<file path="src/rtl/requant_rr_scheduler_if.sv">
// requant_rr_scheduler_if: request, requant-pipeline and result signals of the round-robin requant scheduler
//  req_valid/req_ready/req_x/req_qmul/req_shift : per-requester request lanes (32-bit slice i = requester i)
//  mq_valid/mq_x/mq_qmul/mq_shift               : issue side towards the requant pipeline
//  mq_out_valid/mq_result                       : return side from the requant pipeline
//  res_valid/res_ready/res_data/res_id          : tagged result stream
//  slave  = scheduler view, master = surrounding requesters, pipeline and consumer
interface requant_rr_scheduler_if #(
  parameter int NUM_REQ = 4,
  parameter int ID_W    = 2
);
  logic [NUM_REQ-1:0]    req_valid;
  logic [NUM_REQ-1:0]    req_ready;
  logic [32*NUM_REQ-1:0] req_x;
  logic [32*NUM_REQ-1:0] req_qmul;
  logic [32*NUM_REQ-1:0] req_shift;
  logic                  mq_valid;
  logic [31:0]           mq_x;
  logic [31:0]           mq_qmul;
  logic [31:0]           mq_shift;
  logic                  mq_out_valid;
  logic [31:0]           mq_result;
  logic                  res_valid;
  logic                  res_ready;
  logic [31:0]           res_data;
  logic [ID_W-1:0]       res_id;
  modport slave (
    input  req_valid, req_x, req_qmul, req_shift, mq_out_valid, mq_result, res_ready,
    output req_ready, mq_valid, mq_x, mq_qmul, mq_shift, res_valid, res_data, res_id
  );
  modport master (
    output req_valid, req_x, req_qmul, req_shift, mq_out_valid, mq_result, res_ready,
    input  req_ready, mq_valid, mq_x, mq_qmul, mq_shift, res_valid, res_data, res_id
  );
endinterface

</file>
<file path="src/rtl/requant_rr_scheduler.sv">
// requant_rr_scheduler: round-robin sharing of one non-stallable requant pipeline with credit-based issue
//  clk          clock
//  rst          asynchronous, active-low reset
//  bus          requant_rr_scheduler_if.slave (requests, pipeline issue/return, tagged results)
//  busy         work in flight or buffered
//  tag_err      sticky: pipeline returned a result while no tag was outstanding
//  Optional REQSCHED_PERF_EN: adds stall_cycles[31:0] and grant_cnt[32*NUM_REQ-1:0] (saturating)
module requant_rr_scheduler #(
  parameter int NUM_REQ    = 4,
  parameter int ID_W       = 2,
  parameter int FIFO_DEPTH = 8,
  parameter int MQ_LAT     = 5
) (
  input  logic                      clk,
  input  logic                      rst,
  requant_rr_scheduler_if.slave     bus,
  output logic                      busy,
  output logic                      tag_err
`ifdef REQSCHED_PERF_EN
  ,
  output logic [31:0]               stall_cycles,
  output logic [32*NUM_REQ-1:0]     grant_cnt
`endif
);
  localparam int PW = $clog2(FIFO_DEPTH);
  localparam int CW = PW + 1;
  localparam logic [CW:0] DEPTH_C = (CW+1)'(FIFO_DEPTH);
  if (FIFO_DEPTH < MQ_LAT + 1 || ID_W != $clog2(NUM_REQ)) begin : g_cfg_err
    $error("requant_rr_scheduler: inconsistent parameters");
  end
  logic [ID_W-1:0]  rr_ptr, rr_next, gnt, idx;
  logic             found, can_issue, hs;
  logic [31:0]      sel_x, sel_qmul, sel_shift;
  logic [NUM_REQ-1:0] ready_v;
  logic [CW-1:0]    inflight, res_count, res_count_nx;
  logic [PW-1:0]    tag_wptr, tag_rptr, res_wptr, res_rptr, res_rptr_nx;
  logic [ID_W-1:0]  tag_mem [FIFO_DEPTH];
  logic [ID_W+31:0] res_mem [FIFO_DEPTH];
  logic [ID_W+31:0] wr_word, head_nx;
  logic             tag_pop, res_pop;
  // Every issue reserves one result slot until the consumer takes it, so the pipeline never overruns the FIFO.
  assign can_issue = ({1'b0, inflight} + {1'b0, res_count}) < DEPTH_C;
  always_comb begin
    found     = 1'b0;
    gnt       = '0;
    idx       = '0;
    sel_x     = '0;
    sel_qmul  = '0;
    sel_shift = '0;
    ready_v   = '0;
    for (int k = 0; k < NUM_REQ; k++) begin
      idx = ID_W'((int'(rr_ptr) + k) % NUM_REQ);
      if (!found && bus.req_valid[idx]) begin
        found = 1'b1;
        gnt   = idx;
      end
    end
    hs = found & can_issue;
    for (int i = 0; i < NUM_REQ; i++) begin
      if (gnt == ID_W'(i)) begin
        sel_x      = bus.req_x[32*i +: 32];
        sel_qmul   = bus.req_qmul[32*i +: 32];
        sel_shift  = bus.req_shift[32*i +: 32];
        ready_v[i] = hs;
      end
    end
  end
  assign bus.req_ready = ready_v;
  assign rr_next       = (gnt == ID_W'(NUM_REQ - 1)) ? '0 : gnt + 1'b1;
  assign tag_pop       = bus.mq_out_valid & (inflight != '0);
  assign res_pop       = bus.res_valid & bus.res_ready;
  assign wr_word       = {tag_mem[tag_rptr], bus.mq_result};
  assign res_count_nx  = res_count + CW'(tag_pop) - CW'(res_pop);
  assign res_rptr_nx   = res_rptr + PW'(res_pop);
  // The new word becomes the head when everything older is gone (or leaving this cycle).
  assign head_nx       = (tag_pop && res_count == CW'(res_pop)) ? wr_word : res_mem[res_rptr_nx];
  assign busy          = (inflight != '0) | (res_count != '0) | bus.mq_valid;
  always_ff @(posedge clk) begin
    if (hs) tag_mem[tag_wptr] <= gnt;
    if (tag_pop) res_mem[res_wptr] <= wr_word;
  end
  always_ff @(posedge clk or negedge rst) begin
    if (!rst) begin
      bus.mq_valid  <= 1'b0;
      bus.mq_x      <= '0;
      bus.mq_qmul   <= '0;
      bus.mq_shift  <= '0;
      bus.res_valid <= 1'b0;
      bus.res_data  <= '0;
      bus.res_id    <= '0;
      rr_ptr        <= '0;
      tag_wptr      <= '0;
      tag_rptr      <= '0;
      inflight      <= '0;
      res_wptr      <= '0;
      res_rptr      <= '0;
      res_count     <= '0;
      tag_err       <= 1'b0;
    end else begin
      bus.mq_valid <= hs;
      if (hs) begin
        bus.mq_x     <= sel_x;
        bus.mq_qmul  <= sel_qmul;
        bus.mq_shift <= sel_shift;
        rr_ptr       <= rr_next;
        tag_wptr     <= tag_wptr + 1'b1;
      end
      if (tag_pop) begin
        tag_rptr <= tag_rptr + 1'b1;
        res_wptr <= res_wptr + 1'b1;
      end
      inflight      <= inflight + CW'(hs) - CW'(tag_pop);
      res_rptr      <= res_rptr_nx;
      res_count     <= res_count_nx;
      bus.res_valid <= res_count_nx != '0;
      if (res_count_nx != '0) {bus.res_id, bus.res_data} <= head_nx;
      if (bus.mq_out_valid && inflight == '0) tag_err <= 1'b1;
    end
  end
`ifdef REQSCHED_PERF_EN
  always_ff @(posedge clk or negedge rst) begin
    if (!rst) begin
      stall_cycles <= '0;
      grant_cnt    <= '0;
    end else begin
      if ((|bus.req_valid) && !can_issue && stall_cycles != '1) stall_cycles <= stall_cycles + 1'b1;
      for (int i = 0; i < NUM_REQ; i++)
        if (hs && gnt == ID_W'(i) && grant_cnt[32*i +: 32] != '1)
          grant_cnt[32*i +: 32] <= grant_cnt[32*i +: 32] + 1'b1;
    end
  end
`endif
endmodule

</file>
<file path="src/flat_wrapper.sv">
// flat-port wrapper written by rule: the top's interface ports become plain ports
module requant_rr_scheduler_flat 
#(
  parameter int NUM_REQ    = 4,
  parameter int ID_W       = 2,
  parameter int FIFO_DEPTH = 8,
  parameter int MQ_LAT     = 5
)
  (clk, rst, busy, tag_err, bus_req_valid, bus_req_x, bus_req_qmul, bus_req_shift, bus_mq_out_valid, bus_mq_result, bus_res_ready, bus_req_ready, bus_mq_valid, bus_mq_x, bus_mq_qmul, bus_mq_shift, bus_res_valid, bus_res_data, bus_res_id);
  requant_rr_scheduler_if #(.NUM_REQ(NUM_REQ), .ID_W(ID_W)) bus_i ();
  input  logic clk;
  input  logic rst;
  output logic busy;
  output logic tag_err;
  input wire logic [$bits(bus_i.req_valid)-1:0] bus_req_valid;
  input wire logic [$bits(bus_i.req_x)-1:0] bus_req_x;
  input wire logic [$bits(bus_i.req_qmul)-1:0] bus_req_qmul;
  input wire logic [$bits(bus_i.req_shift)-1:0] bus_req_shift;
  input wire logic [$bits(bus_i.mq_out_valid)-1:0] bus_mq_out_valid;
  input wire logic [$bits(bus_i.mq_result)-1:0] bus_mq_result;
  input wire logic [$bits(bus_i.res_ready)-1:0] bus_res_ready;
  output wire logic [$bits(bus_i.req_ready)-1:0] bus_req_ready;
  output wire logic [$bits(bus_i.mq_valid)-1:0] bus_mq_valid;
  output wire logic [$bits(bus_i.mq_x)-1:0] bus_mq_x;
  output wire logic [$bits(bus_i.mq_qmul)-1:0] bus_mq_qmul;
  output wire logic [$bits(bus_i.mq_shift)-1:0] bus_mq_shift;
  output wire logic [$bits(bus_i.res_valid)-1:0] bus_res_valid;
  output wire logic [$bits(bus_i.res_data)-1:0] bus_res_data;
  output wire logic [$bits(bus_i.res_id)-1:0] bus_res_id;
  assign bus_i.req_valid = bus_req_valid;
  assign bus_i.req_x = bus_req_x;
  assign bus_i.req_qmul = bus_req_qmul;
  assign bus_i.req_shift = bus_req_shift;
  assign bus_i.mq_out_valid = bus_mq_out_valid;
  assign bus_i.mq_result = bus_mq_result;
  assign bus_i.res_ready = bus_res_ready;
  assign bus_req_ready = bus_i.req_ready;
  assign bus_mq_valid = bus_i.mq_valid;
  assign bus_mq_x = bus_i.mq_x;
  assign bus_mq_qmul = bus_i.mq_qmul;
  assign bus_mq_shift = bus_i.mq_shift;
  assign bus_res_valid = bus_i.res_valid;
  assign bus_res_data = bus_i.res_data;
  assign bus_res_id = bus_i.res_id;
  requant_rr_scheduler #(.NUM_REQ(NUM_REQ), .ID_W(ID_W), .FIFO_DEPTH(FIFO_DEPTH), .MQ_LAT(MQ_LAT)) u_core (.clk(clk), .rst(rst), .bus(bus_i), .busy(busy), .tag_err(tag_err));
endmodule
</file>
<file path="config.mk">
export PLATFORM = sky130hd
export DESIGN_NAME = requant_rr_scheduler_flat
export DESIGN_NICKNAME = d
export VERILOG_FILES = /design/src/rtl/requant_rr_scheduler_if.sv /design/src/rtl/requant_rr_scheduler.sv /design/src/flat_wrapper.sv
export SDC_FILE = /design/constraint.sdc
export NUM_CORES = 1
export LEC_CHECK = 0
export CORE_AREA = 3 3 332 252
export CTS_CLUSTER_DIAMETER = 40
export CTS_CLUSTER_SIZE = 14
export DETAILED_ROUTE_END_ITERATION = 10
export DIE_AREA = 0 0 335 255
export GPL_TIMING_DRIVEN = 1
export SLEW_MARGIN = 0
export SYNTH_ARGS = -nofsm -noshare
export SYNTH_HDL_FRONTEND = slang
export SYNTH_SLANG_ARGS = --single-unit
</file>
<file path="constraint.sdc">
create_clock -name clk -period 5.91 [get_ports clk]
set_input_delay 1.182 -clock clk [delete_from_list [all_inputs] [get_ports clk]]
set_output_delay 1.182 -clock clk [all_outputs]
set_load 0.1 [all_outputs]
</file>
# After elaboration in Yosys (flattened, before gate mapping)
# Memory sizes are Yosys's and may differ from the RTL's.
# Cells that the tools add are included.
[word_totals]
reg_bits = 155
input_bits = 424
mem_bits_rw = 288
n_memories = 2
elab_cells = 95
[mem_list]
columns = ["memory", "words", "word_bits", "rd", "rd_ports_with_merged_regs", "wr", "line", "rtl"]
rows = [
  ["u_core.res_mem", 8, 34, 1, 0, 1, "requant_rr_scheduler.sv:38", "logic [ID_W+31:0] res_mem [FIFO_DEPTH];"],
  ["u_core.tag_mem", 8, 2, 1, 0, 1, "requant_rr_scheduler.sv:37", "logic [ID_W-1:0] tag_mem [FIFO_DEPTH];"],
]
[classes]
n_reduce_logical = 13
eq_ne = 4
n_mux = 38
n_addsub = 13
bitwise_logic = 5
n_lt_le_gt_ge = 5
[op_table]
columns = ["cell", "count"]
rows = [
  ["2-to-1 mux 32 bit", 12],
  ["2-to-1 mux 34 bit", 1],
  ["2-to-1 mux 1 bit", 16],
  ["< comparator 2 x 3 -> 1 bit (second input constant)", 4],
  ["nonzero test 4 bit", 3],
  ["2-to-1 mux 2 bit", 5],
  ["adder 3 x 1 -> 3 bit (second input constant)", 3],
  ["adder 4 x 1 -> 4 bit", 2],
  ["binary-select mux 1 bit (select 2 bit)", 4],
  ["subtractor 4 x 1 -> 4 bit", 2],
  ["adder 4 x 4 -> 5 bit", 1],
  ["logical AND 1 bit", 5],
  ["< comparator 5 x 4 -> 1 bit (second input constant)", 1],
  ["adder 2 x 1 -> 2 bit (second input constant)", 2],
  ["adder 2 bit (second input constant)", 2],
  ["== test 2 bit (second input constant)", 2],
  ["== test 4 x 1 -> 1 bit", 1],
  ["logical NOT 4 bit", 1],
  ["adder 3 x 1 -> 3 bit", 1],
  ["bitwise AND 1 bit", 3],
  ["logical NOT 1 bit", 3],
  ["== test 2 x 1 -> 1 bit (second input constant)", 1],
  ["logical NOT 2 bit", 1],
  ["bitwise OR 1 bit", 2],
]

# Longest topological paths before layout
# Gate-level depths: netlist (run 1).
[logic_depth]
ltp_word = 17
mapped_depth = 13

# Least setup slack after synthesis (run 1)
# No wires, ideal clock.
[synth_timing]
path_type = "input port to flip-flop"
from = "input bus_mq_out_valid"
to = "memory u_core.res_mem[0][0] in the netlist's numbering, enable pin"
t_required_ns = 5.399
setup_slack_ns = 0.761
cell_stages = 2
setup_time_ns = 0.511
arrival_time_ns = 4.638
cell_sequence = "nand2_1 nor4_1"
[synth_via]
elab_chain_len = 3
[synth_rtl]
columns = ["item", "line", "rtl"]
rows = [
  ["start, declared", "flat_wrapper.sv:19", "input wire logic [$bits(bus_i.mq_out_valid)-1:0] bus_mq_out_valid;"],
  ["bitwise AND 1 bit", "requant_rr_scheduler.sv:70", "assign tag_pop = bus.mq_out_valid & (inflight != '0);"],
  ["2-to-1 mux 1 bit", "requant_rr_scheduler.sv:80", "if (tag_pop) res_mem[res_wptr] <= wr_word;"],
  ["2-to-1 mux 1 bit (implied by the code)", "requant_rr_scheduler.sv:80", ""],
  ["end, declared", "requant_rr_scheduler.sv:38", ""],
]
# Every way passes these cells.

# Worst setup path after layout (run 1)
[layout_timing]
from = "input bus_req_valid[1]"
to = "output bus_req_ready[2]"
[layout_via]
elab_chain_len = 14
word_cells_on_any_way = 25
[layout_rtl]
columns = ["item", "line", "rtl"]
rows = [
  ["start, declared", "flat_wrapper.sv:15", "input wire logic [$bits(bus_i.req_valid)-1:0] bus_req_valid;"],
  ["binary-select mux 1 bit (select 2 bit)", "requant_rr_scheduler.sv:53", "if (!found && bus.req_valid[idx]) begin"],
  ["2-to-1 mux 1 bit (implied by the code)", "requant_rr_scheduler.sv:53", ""],
  ["2-to-1 mux 1 bit", "requant_rr_scheduler.sv:53", ""],
  ["logical NOT 1 bit", "requant_rr_scheduler.sv:53", ""],
  ["logical AND 1 bit", "requant_rr_scheduler.sv:53", ""],
  ["2-to-1 mux 1 bit", "requant_rr_scheduler.sv:53", ""],
  ["logical NOT 1 bit", "requant_rr_scheduler.sv:53", ""],
  ["logical AND 1 bit", "requant_rr_scheduler.sv:53", ""],
  ["2-to-1 mux 1 bit", "requant_rr_scheduler.sv:53", ""],
  ["logical NOT 1 bit", "requant_rr_scheduler.sv:53", ""],
  ["logical AND 1 bit", "requant_rr_scheduler.sv:53", ""],
  ["2-to-1 mux 2 bit *", "requant_rr_scheduler.sv:53", ""],
  ["via u_core.gnt[1]", "requant_rr_scheduler.sv:31", "logic [ID_W-1:0] rr_ptr, rr_next, gnt, idx;"],
  ["== test 2 bit *", "requant_rr_scheduler.sv:60", "if (gnt == ID_W'(i)) begin"],
  ["2-to-1 mux 1 bit *", "requant_rr_scheduler.sv:60", ""],
  ["end, declared", "flat_wrapper.sv:22", "output wire logic [$bits(bus_i.req_ready)-1:0] bus_req_ready;"],
]
# Mark *: on every way through the listed nets, which the timed path passes. The rest lies on a longest branch. The select of a mux whose other input is x is not followed.

==> results of run 1 <==
## critical path, stage by stage
cell and delay, ns:
clkdlybuf4s50_1 0.47, o31ai_1 0.35, o22a_1 0.46, ha_4 0.45, and2_1 0.25, buf_12 0.19
## final timing paths
check	startpoint	end	slack, ns	depth (start not counted)
setup / recovery	bus_req_valid[1]	bus_req_ready[2]	1.36	6
hold / removal	rst	u_core.bus.res_data[15]$_DFFE_PN0P_	0.43	1
setup reg to reg	u_core.inflight[2]$_DFF_PN0_	u_core.bus.res_data[7]$_DFFE_PN0P_	1.95	13
hold reg to reg	u_core.bus.mq_shift[30]$_DFFE_PN0P_	u_core.bus.mq_shift[30]$_DFFE_PN0P_	0.50	1
max in group asynchronous	rst	u_core.bus.mq_shift[1]$_DFFE_PN0P_	4.31	2
min in group clk	u_core.bus.mq_shift[30]$_DFFE_PN0P_	u_core.bus.mq_shift[30]$_DFFE_PN0P_	0.50	1
## routing by layer
metal	up-vias	global-route usage, %
met5	-	0
li1	6622	-
met3	120	4.92
met4	2	5.21
met2	564	27.3
met1	7436	19.7
## kinds of logic (layout without fill, tap and decap cells)
logic type,Yosys count,count (layout)
flops,443,443
compound gates,303,303
simple gates,241,241
buf+inv,228,831
mux,180,180
fa+ha+maj,24,24
xor+xnor,11,11
other cells,0,9
## power by group
group	total [uW]	switching [uW]	internal [uW]
registers	4810	504	4300
logic	10800	7010	3820
clock network	4110	1600	2500
## sequential cells by signal, summed over array words and instances, names as in the netlist, 4 cells and up
signal               cells
u_core.bus.mq_x         32
u_core.tag_mem          16
u_core.bus.mq_qmul      32
u_core.res_count         4
u_core.res_mem         272
u_core.bus.res_data     32
u_core.bus.mq_shift     32
u_core.inflight          4
## cell usage in the layout (no fill, tap or decap), drive strengths merged, types with 4 or more instances in the layout
cell           count
a211o             95
a21oi              4
a221oi            95
a31oi             95
and2               5
buf               40
bufinv             5
clkbuf            82
clkdlybuf4s50    548
clkinv            18
clkinvlp          10
dfrtp            155
diode              9
edfxtp           288
ha                22
inv              128
mux2             106
mux4              72
nand2            110
nor2             100
nor3               6
xnor2              7
xor2               4
## stage by stage
step	cell area (um^2)	util, %	std cells	setup slack (ns)	total power, uW
2_1_floorplan	20200	-	1430	0.761	12700
3_3_place_gp	27100	33.7	2964	1.24	15600
3_5_place_dp	27100	33.7	2964	1.18	15800
4_1_cts	29400	36.6	3091	1.29	20000
5_1_grt	29500	36.6	3097	1.17	20800
6_report	29500	36.6	3100	1.36	19700
## cell type report
cell class / instances / area share [%]
antenna: 9 / 0.0764
clock buffer: 81 / 6.22
clock inverter: 46 / 1.84
inverter: 115 / 1.48
multi-input combinational: 759 / 23.3
sequential: 443 / 42.5
tap: 1058 / 4.49
timing repair buffer: 589 / 20.1
==> qor.csv, run 1 <==
stage;metric;value;unit
outcome;outcome;complete, no violations;
logic_synthesis;avgSynthCellArea;14.1;um^2
sta;worst_slew_pin_slew;1.20;ns
placed_design;io_buffers;561;
sta;finalHoldViolCount;0;
sta;slew_violations;0;
logic_synthesis;synth_warnings;0;
die;fp.dieH;255;um
clock_tree;cts_made_buffers;69;
hold_path;hold_class;in2async;
sta;final-setup-viol-count;0;
logic_synthesis;synth_edf_count;288;
global_routing;grt_overflow;0;
setup_path;cp_max_fo;28;
routing;met1_length;28100;um
logic_synthesis;netlist_instances;1430;
logic_synthesis;synth_cell_types;49;
setup_path;required;4.73;ns
die;io_pins;562;
logic_synthesis;synth_area_leader_cell;edfxtp_1;
setup_path;critPathKind;in2out;
die;die_width;335;um
logic_synthesis;synthTopCellsByCount;edfxtp_1 (288), dfrtp_1 (155), inv_1 (114);
logic_synthesis;synthMuxAreaShare;14.4;%
logic_synthesis;synth_simple_gate_area_share;4.93;%
logic_synthesis;synthAdderAreaFrac;1.56;%
routing;drtIter0Drc;898;
power;total_leakage_power;0.0108;uW
clock_tree;cts-root-buf;clkbuf_16;
placed_design;dp_hpwl;48500;um
power;ir_worst_vdd;0.439;mV
logic_synthesis;synth-seq-cells;443;
logic_synthesis;synth_nets;1878;
clock_tree;htree_levels;3;
logic_synthesis;yosysSeqAreaShare;62.1;%
sta;skew;0.0562;ns
clock_tree;cts_tree;built;
setup_path;critPathCaptureType;output pin;
clock_tree;cts.path.max_buffers;3;
clock_tree;cts_hold_buf;0;
sta;tns;0;ns
routing;vias;14744;
routing;routed_wl;70100;um
sta;holdWs;0.430;ns
routing;first_pass_iters;6;
clock_tree;path_clk_slew;0.06;ns
sta;fin_crit_sh;77.0;%
logic_synthesis;synth_area_leaders;edfxtp_1 (43%), dfrtp_1 (19%), mux4_2 (8.0%);
global_routing;antenna_found_initial;13;
logic_synthesis;synth_most_common_cell;edfxtp_1;
logic_synthesis;synth-compound-area-share;11.9;%
routing;wl_per_cell;22.6;um
routing;met2WireLength;35000;um
setup_path;cp.arrival;3.37;ns
power;p_per_area;670;nW/um^2
layout;fillCellCount;7695;
sta;relSlewSlack;19.6;%
logic_synthesis;yosys.area.top_type_share;42.9;%
die;rows;90;
clock_tree;postCtsSetupRepairBufs;0;
sta;fin_crit;4.55;ns
die;die_area;85400;um^2
routing;ant_nets;0;
layout;drive_gt1_share;17.5;%
sta;rsz0062_at_grt;false;
global_routing;grt_max_degree;193;
routing;wl_met3;5260;um
routing;top_layer;met5;
placed_design;gp_congestion;0.864;
clock_tree;clk_latency;0.60;ns
global_routing;grt_pass1_wl;102000;um
logic_synthesis;synth.cell_area;20200;um^2
logic_synthesis;ys_async_sr_fraction;35.0;%
clock_tree;cts.sinks;443;
global_routing;grt_pass1_vias;15605;
routing;vias_per_cell;4.76;
die;initial_core_util;25.1;%
global_routing;grt.total_usage;16.1;%
flow_run;maxCapViolations;0;
layout;seqCellArea;12500;um^2
logic_synthesis;synth_xor_area_share;0.478;%
logic_synthesis;synth_top_family_by_area;multiplexers;
routing;drc_errors;0;
layout;final_nets;2425;
setup_path;startpoint_type;input port;
layout;multi_input_area;6860;um^2
die;core_region_area;80400;um^2
logic_synthesis;ys.flop_type;edfxtp_1;
layout;area_delta_synth_final;46.1;%
clock_tree;cts.repair.resized;0;
sta;max_freq;0.220;GHz
Power figures use the tool's default switching activity.
==> run 2, diff against run 1 <==
clock period = 4.18 ns   (was 5.91 ns; I/O delays follow)
==> qor.csv, run 2 (synthesis results as in run 1) <==
stage;metric;value;unit;change
outcome;outcome;complete, no violations;;unchanged
clock_tree;cts.repair.resized;0;;unchanged
clock_tree;cts.path.max_buffers;3;;unchanged
routing;wl_per_cell;21.4;um;was 22.6 um
sta;skew;0.0409;ns;was 0.0562 ns
power;p_switching;12900;uW;was 9120 uW
layout;multi_input_area;6870;um^2;was 6860 um^2
power;total_leakage_power;0.0111;uW;was 0.0108 uW
clock_tree;cts-root-buf;clkbuf_16;;unchanged
power;p_per_area;951;nW/um^2;was 670 nW/um^2
setup_path;critPathCaptureType;output pin;;unchanged
die;initial_core_util;25.1;%;unchanged
setup_path;critPathKind;in2out;;unchanged
hold_path;hold_class;in2async;;unchanged
placed_design;dp_hpwl;47200;um;was 48500 um
power;power_frac_seq;23.8;%;was 24.3%
clock_tree;htree_levels;3;;unchanged
setup_path;required;3.34;ns;was 4.73 ns
routing;drtIter0Drc;889;;was 898
setup_path;cp_max_fo;10;;was 28
setup_path;r2r_slack;0.84;ns;was 1.95 ns
die;io_pins;562;;unchanged
sta;slew_violations;0;;unchanged
die;die_width;335;um;unchanged
layout;drive_gt1_share;18.2;%;was 17.5%
power;ir_worst_vdd;0.589;mV;was 0.439 mV
routing;vias;14696;;was 14744
setup_path;reg2reg_depth;14;;was 13
sta;relSlewSlack;16.6;%;was 19.6%
setup_path;reg2reg_from;u_core.inflight[2]$_DFF_PN0_;;unchanged
layout;top_register;u_core.res_mem;;unchanged
layout;final_util;37.3;%;was 36.6%
layout;largest_reg_flops;272;;unchanged
layout;fillCellCount;7673;;was 7695
setup_path;cp.arrival;2.81;ns;was 3.37 ns
layout;final_common_cell;clkdlybuf4s50_1;;unchanged
flow_run;maxCapViolations;0;;unchanged
die;rows;90;;unchanged
clock_tree;cts_hold_buf;0;;unchanged
global_routing;grt_max_degree;131;;was 193
power;comb_power_share;54.2;%;was 54.8%
global_routing;grt_pass1_vias;15495;;was 15605
sta;max_freq;0.274;GHz;
sta;final-setup-viol-count;0;;unchanged
global_routing;grt_pass1_wl;98400;um;was 102000 um
clock_tree;path_clk_slew;0.06;ns;about the same
layout;seqCellArea;12500;um^2;unchanged
die;die_area;85400;um^2;unchanged
sta;setup_slack;0.536;ns;was 1.36 ns
sta;fin_crit_sh;87.2;%;
placed_design;gp_congestion;0.900;;was 0.864
layout;layout.cells.non_filler;3124;;was 3100
clock_tree;cts.sinks;443;;unchanged
global_routing;antenna_found_initial;11;;was 13
routing;drc_errors;0;;unchanged
sta;worst_slew_pin_slew;1.25;ns;was 1.20 ns
routing;ant_nets;0;;unchanged
routing;routed_wl;66900;um;was 70100 um
layout;final_nets;2447;;was 2425
placed_design;io_buffers;561;;unchanged
placed_design;dp.cells;2984;;was 2964
clock_tree;cts_tree;built;;unchanged
die;fp.dieH;255;um;unchanged
routing;first_pass_iters;5;;was 6
global_routing;grt.total_usage;15.4;%;was 16.1%
layout;layout_common_cells;clkdlybuf4s50_1 (547), edfxtp_1 (288), dfrtp_1 (155);;was clkdlybuf4s50_1 (548), edfxtp_1 (288), dfrtp_1 (155)
die;core_region_area;80400;um^2;unchanged
sta;fin_crit;3.64;ns;
sta;rsz0062_at_grt;false;;unchanged
clock_tree;cts_made_buffers;71;;was 69
setup_path;r2r_end;u_core.bus.res_data[26]$_DFFE_PN0P_;;was u_core.bus.res_data[7]$_DFFE_PN0P_
power;swShare;45.1;%;was 46.2%
layout;area_delta_synth_final;48.8;%;was 46.1%
setup_path;startpoint_type;input port;;unchanged
global_routing;grt_overflow;0;;unchanged
placed_design;place_ws;0.00223;ns;was 1.18 ns
sta;tns;0;ns;unchanged
power;p_int;15700;uW;was 10600 uW
clock_tree;postCtsSetupRepairBufs;0;;unchanged
power;clkPwrFrac;21.9;%;was 20.8%
sta;finalHoldViolCount;0;;unchanged
routing;vias_per_cell;4.70;;was 4.76
clock_tree;clk_latency;0.62;ns;was 0.60 ns
run 2: critical path, stage by stage:
cell and delay, ns:
clkdlybuf4s50_1 0.50, o31ai_1 0.35, o22a_1 0.46, ha_4 0.24
and2_1 0.21, buf_12 0.20
run 2: worst max-delay path by stage:
stage,depth (start not counted),to,start
3_5_place_dp,12,u_core.bus.res_data[31]$_DFFE_PN0P_,bus_res_ready
5_1_grt,7,bus_req_ready[3],u_core.res_count[3]$_DFF_PN0_
3_3_place_gp,12,u_core.bus.res_data[25]$_DFFE_PN0P_,bus_res_ready
4_1_cts,7,bus_req_ready[3],u_core.res_count[3]$_DFF_PN0_
6_report,6,bus_req_ready[3],bus_req_valid[1]
2_1_floorplan,4,u_core.res_mem[1][0]$_DFFE_PP_,bus_mq_out_valid
run 2: metal layers:
metal | share of wire (%) | vias up | track usage (%)
li1 | - | 6665 | -
met1 | 39 | 7380 | 18.4
met2 | 51 | 556 | 26.4
met3 | 7.7 | 95 | 4.96
met4 | 2.2 | 0 | 4.71
met5 | 0 | - | 0
run 2: per-stage QoR:
stage                     power, uW  cell area, um^2  hold WS, ns
after global placement        22300            27400        0.468
after floorplan               18000            20200        0.475
final                         28500            30000        0.276
after CTS                     29000            30000        0.297
after global routing          30100            30000        0.303
after detailed placement      22500            27400        0.480
run 2: power by group through the flow:
stage / sequential (uW) / clock, uW / combinational, uW
floorplan: 11400 / 0 / 6630
global placement: 6830 / 0 / 15500
detailed placement: 6870 / 0 / 15700
CTS: 6820 / 6470 / 15700
global route: 6940 / 6670 / 16500
finish: 6800 / 6270 / 15500
run 2: final cells by class:
type,count,area share (%)
Sequential cell,443,41.7
Inverter,115,1.45
Timing Repair Buffer,609,20.8
Clock inverter,40,2.11
Antenna cell,8,0.0667
Tap cell,1058,4.41
Clock buffer,92,6.56
Multi-Input combinational cell,759,22.9
